<file path="src/rtl/demux_stream_n.sv">
// Registered 1:N stream demultiplexer with per-channel one-entry output registers.
// Unicast by full-compare select, all-or-nothing broadcast, sticky flag for out-of-range selects.
module demux_stream_n #(
  parameter int N  = 4,
  parameter int W  = 8,
  parameter int SW = $clog2(N)
) (
  input  logic            clk,
  input  logic            rst,
  input  logic [W-1:0]    in_data,
  input  logic [SW-1:0]   in_sel,
  input  logic            in_bcast,
  input  logic            in_valid,
  output logic            in_ready,
  output logic [N*W-1:0]  out_data,
  output logic [N-1:0]    out_valid,
  input  logic [N-1:0]    out_ready,
  output logic            err_sel,
  output logic            busy
);

  logic [N-1:0] hit;
  logic [N-1:0] free;
  logic [N-1:0] load;
  logic         sel_in_range;
  logic         uni_ready;
  logic         accept;
  logic         err_sel_reg;

  // A channel draining this cycle can be refilled on the same edge.
  assign sel_in_range = |hit;
  assign uni_ready    = sel_in_range ? |(hit & free) : 1'b1;
  assign in_ready     = in_bcast ? &free : uni_ready;
  assign accept       = in_valid & in_ready;

  generate
    for (genvar gi = 0; gi < N; gi++) begin : g_ch
      logic         valid_reg;
      logic [W-1:0] data_reg;

      assign hit[gi]  = (in_sel == SW'(gi));
      assign free[gi] = ~valid_reg | out_ready[gi];
      assign load[gi] = accept & (in_bcast | hit[gi]);

      always_ff @(posedge clk or posedge rst) begin
        if (rst) begin
          valid_reg <= 1'b0;
          data_reg  <= '0;
        end else if (load[gi]) begin
          valid_reg <= 1'b1;
          data_reg  <= in_data;
        end else if (out_ready[gi]) begin
          valid_reg <= 1'b0;
        end
      end

      assign out_valid[gi]         = valid_reg;
      assign out_data[gi*W +: W]   = data_reg;
    end
  endgenerate

  // Out-of-range unicast words are accepted and dropped; remember that it happened.
  always_ff @(posedge clk or posedge rst) begin
    if (rst) begin
      err_sel_reg <= 1'b0;
    end else if (accept & ~in_bcast & ~sel_in_range) begin
      err_sel_reg <= 1'b1;
    end
  end

  assign err_sel = err_sel_reg;
  assign busy    = |out_valid;

endmodule

</file>
<file path="config.mk">
export PLATFORM = sky130hd
export DESIGN_NAME = demux_stream_n
export DESIGN_NICKNAME = d
export VERILOG_FILES = /design/src/rtl/demux_stream_n.sv
export SDC_FILE = /design/constraint.sdc
export NUM_CORES = 1
export LEC_CHECK = 0
export ABC_CLOCK_PERIOD_IN_PS = 2370
export CAP_MARGIN = 20
export CORE_MARGIN = 4
export CORE_UTILIZATION = 39
export CTS_CLUSTER_SIZE = 16
export DETAILED_ROUTE_END_ITERATION = 10
export PLACE_DENSITY = 0.74
export RECOVER_POWER = 50
export SLEW_MARGIN = 0
export SYNTH_ARGS = -nofsm -noshare
export SYNTH_HDL_FRONTEND = slang
export SYNTH_SLANG_ARGS = --single-unit
</file>
<file path="constraint.sdc">
create_clock -name clk -period 2.37 [get_ports clk]
set_input_delay 0.711 -clock clk [delete_from_list [all_inputs] [get_ports clk]]
set_output_delay 0.711 -clock clk [all_outputs]
set_load 0.05 [all_outputs]
</file>
## Word-level counts from Yosys, hierarchy flattened

Cells that the tools add are included.

- Bits in registers: 37
- Bits in latches: 0
- Memory bits (writable): 0
- Memory bits (read-only): 0
- Input bits: 18
- Output and inout port bits: 39
- Word-level logic and storage cells: 53
- Memories kept: 0

- $add $sub $neg: 0
- Multiply operators: 0
- Divide/modulo/power cells: 0
- $lt $le $gt $ge: 0
- Equal/unequal tests: 3
- Shift operators: 0
- Multiplexer cells: 10
- Bitwise logic cells: 22
- Reductions and logical operators: 9

Operators with widths:

| kind | count |
|---|---|
| $reduce_or 4->1 | 3 |
| $mux 1 | 10 |
| $or 1x1->1 | 8 |
| $reduce_bool 2->1 | 4 |
| $and 1x1->1 | 7 |
| $not 1->1 | 6 |
| $and 4x4->4 | 1 |
| $eq 2x2->1 const B | 2 |
| $reduce_and 4->1 | 1 |
| $eq 2x1->1 const B | 1 |
| $logic_not 2->1 | 1 |

## Logic depth before layout (Yosys ltp)

- Depth in word-level cells: 9
- Gate-level depth with buffers: 4
- Depth with buffers taken out: 4

## Least setup slack after synthesis

OpenSTA, ideal clock, no wires.

- Kind: in2out
- Start point: input port out_ready[0]
- End point: output port in_ready
- Data arrival time: 1869 ps
- Required time: 1659 ps
- Slack: -210 ps
- Stages on the path: 4
- Buffers on the path: 0
- Cells stage by stage: or2b_2 > mux4_1 > nor2_1 > a21oi_1

- Word-level cells in the longest chain between the ends: 5
- Elaborated cells on any way between the ends: 6
- Classes of those cells: mux (2); bitwise (2); reduce/logical (2)

RTL lines:

| item | RTL line | RTL |
|---|---|---|
| start, declared | 17 | `input logic [N-1:0] out_ready,` |
| $or 1x1->1 * | 42 | `assign free[gi] = ~valid_reg \| out_ready[gi];` |
| $and 4x4->4 | 32 | `assign uni_ready = sel_in_range ? \|(hit & free) : 1'b1;` |
| $reduce_or 4->1 | 32 |  |
| $mux 1 | 32 |  |
| $mux 1 * | 33 | `assign in_ready = in_bcast ? &free : uni_ready;` |
| end, declared | 14 | `output logic in_ready,` |

Every way passes the cells marked *; elsewhere a longest branch is shown, timed or not.

## Worst setup path after layout

- Start point: input port out_ready[2]
- End point: output port in_ready

The elaborated chain is that of the path after synthesis.

==> impl_results.md <==
* WL final at 3670 um
* RSZ-0062 raised after global routing: true
* Final Cell Area at approximately 0.0024 mm^2
* Switching power at between 1 and 1.5 mW
* Setup TNS at -0.189 ns
* ANT nets after route at 0
* Cells on worst reg2reg path at 6
* Final Power at approximately 3 mW
* Layout cells sized above 1 at 40.8%
* Worst Path Required at 1.66 ns
* Post-DP HPWL at 2770 um
* Final core utilization at 63.8%
* CTS Buf Count at 5
* Post-synthesis cell type count at 22
* Yosys warns at 0
* Total congestion overflow at 0
* Largest net degree at the start of global routing at 38
* Crit path DAT at 1.85 ns
* Syn avg cell area at 15.1 um^2
* RR Startpoint: g_ch[0].valid_reg
* Fin crit period at 2.56 ns
* Worst Setup Start Kind: input pin
* HP Start: err_sel
* First-pass GRT wire length at 6140 um
* DP Area at 0.00232 mm^2
* Slew Viols, Final at 0
* Clk_lat worst skew at 0.28 ns
* Worst hold endpoint: err_sel
* Worst VDD drop at approximately 0.7 mV
* Clock share of power at 18.4%
* Die width at 71.3 um
* Clock transition at the registers of the reported paths at 0.07 ns
* Vias in the first global route at ~1200
* Final WS setup at -0.189 ns
* Wire per inst at 16.2 um
* Clock Path Buffers at 2
* Post-route DRC at 0
* LEAKAGE at 1.03 nW
* Post-Route Skew at about 0.0036 ns
* Routed via count divided by cell count at 4.78
* CORE AREA at 0.00377 mm^2
* GPL Wtd Cong at 0.874
* # setup viols final at 1
* Clock sink count at 37
* Iter 0 DRT Violations at 43
* Die height at 71.3 um
* Outcome: finished with violations
* Reg-to-reg endpoint: g_ch[2].data_reg[6]
* Fin cells at 227
* DIE AREA at 0.00508 mm^2
* Initial antenna violation count at 0
* Max reg flops at 32
* Final #Nets at 196
* Pwr Density at ~1200 mW/mm^2
* Fmax at between 300 and 400 MHz
* Crit path kind: in2out
* Rows at 22
* Switching share of power at a little over two fifths
* Met1 wire length at ~1600 um
* Hold WC Path Type: reg2reg
* H-tree depth at 2
* CTS tree: done
* Multi-input gate area at 591 um^2
* Port bufs at 56
* Starting Density at approximately two fifths
* Storage element area at about 930 um^2
* Internal power at 1.73 mW
* Post-CTS Setup Inserts at 0
* Register bit total from synthesis at 37
* Slew Limit Headroom at between 40% and 50%
* Total number of vias at 1086
* WL met2 at 1760 um
* Routed met3 length at 295 um
* Tightest Pin Transition at 0.885 ns
* Gr usage total at 15.7%
* Maximum fanout along the worst path at 2
* Synthesized area at 0.00156 mm^2
* Worst reg2reg setup slack at 0.52 ns
* Combinational group share of total power at between 50 and 60%
* Critical path capture point type: output port
* Register share of total power at 30.9%
* Hold Fails Final Rpt at 0
* Failing checks: negative setup slack
* Synth Instances at 103
* Pre-CTS setup slack at -0.552 ns
* Clock root cell: clkbuf_8
* Max_cap viols at 0
* IO Count at 57
* WHS at slightly below 0.4 ns
* Uppermost layer routed: met4
* Hold_buf cts at 0
* Hold path depth at 0
* Period utilization at 108%
* Post-Syn Nets at 121
* Post-synthesis sequential area ratio at 59.3%
* DRT Pass-1 Iters at 3
* Area delta synth->final at 54.1%
* Fillers at 281
* Placed insts at 219
* Diode count at 0
==> synthesized netlist by cell type, drive strengths merged <==
cell type	n	area, um^2
and2b	1	7.51
or3	1	11.3
nor2	2	7.51
clkbuf	1	3.75
and2	1	7.51
or4	1	8.76
dfrtp	37	926
nand2	1	3.75
a21oi	2	21.3
mux2	32	360
inv	3	11.3
or2b	6	52.6
mux4	1	26.3
o21ai	4	31.3
nand3	1	5.00
nand4	4	40.0
nand2b	1	6.26
buf	4	30.0
==> layout make-up <==
class,count,share of cell area (%)
Clock inverter,1,1.25
Inverter,3,0.468
Sequential cell,37,38.5
Clock buffer,7,3.59
Multi-Input combinational cell,58,24.6
Tap cell,48,2.50
Timing Repair Buffer,73,29.1
==> cells in the final DEF, fill, tap and decap left out, drive strengths merged, types with 2 or more instances in the layout <==
master         netlist  routed
nor2                 2       2
dlygate4sd3          0       2
mux2                32      32
nand4                4       4
inv                  3       3
a21oi                2       2
or2b                 6       6
clkdlybuf4s50        0      46
buf                  4      18
clkbuf               1      12
dfrtp               37      37
o21ai                4       4
==> power groups by stage <==
stage | sequential [mW] | clock (mW) | combinational [mW]
final | 0.928 | 0.551 | 1.52
after global routing | 0.959 | 0.596 | 1.58
after CTS | 0.935 | 0.565 | 1.54
after detailed placement | 0.943 | 0 | 1.54
after global placement | 0.930 | 0 | 1.52
after floorplan | 1.57 | 0 | 0.350
==> kinds of logic after synthesis <==
family / after synthesis / share of synthesized area [%]
AND/OR/NAND/NOR: 19 / 9.62
flip-flops: 37 / 59.3
buffers and inverters: 8 / 2.89
AO/OA/AOI/OAI: 6 / 3.37
multiplexers: 33 / 24.8
==> worst max-delay path by stage <==
stage                       from  endpoint  slack (ns)
floorplan           out_ready[2]  in_ready       -0.03
global placement    out_ready[2]  in_ready       -0.55
detailed placement  out_ready[2]  in_ready       -0.55
CTS                 out_ready[2]  in_ready       -0.18
global route        out_ready[2]  in_ready       -0.22
finish              out_ready[2]  in_ready       -0.19
==> per-layer routing <==
layer  global-route usage (%)  vias to the layer above
li1                         -                      510
met1                     19.9                      526
met2                     25.2                       44
met3                     5.33                        6
met4                     5.01                        0
met5                        0                        -
==> worst max-delay path, cell delays in order <==
cell and delay (ns):
buf_6 0.09, or2b_4 0.24, mux4_2 0.49, nor2_4 0.13, a21oi_4 0.04, buf_6 0.15
==> what timing repair did <==
action / CTS / global route
endpoints found under the setup margin: 1 / 1
cloned: 0 / 0
resized for setup: 20 / 0
pin swaps: 1 / 0
No activity file was read; power rests on OpenSTA's default activity.
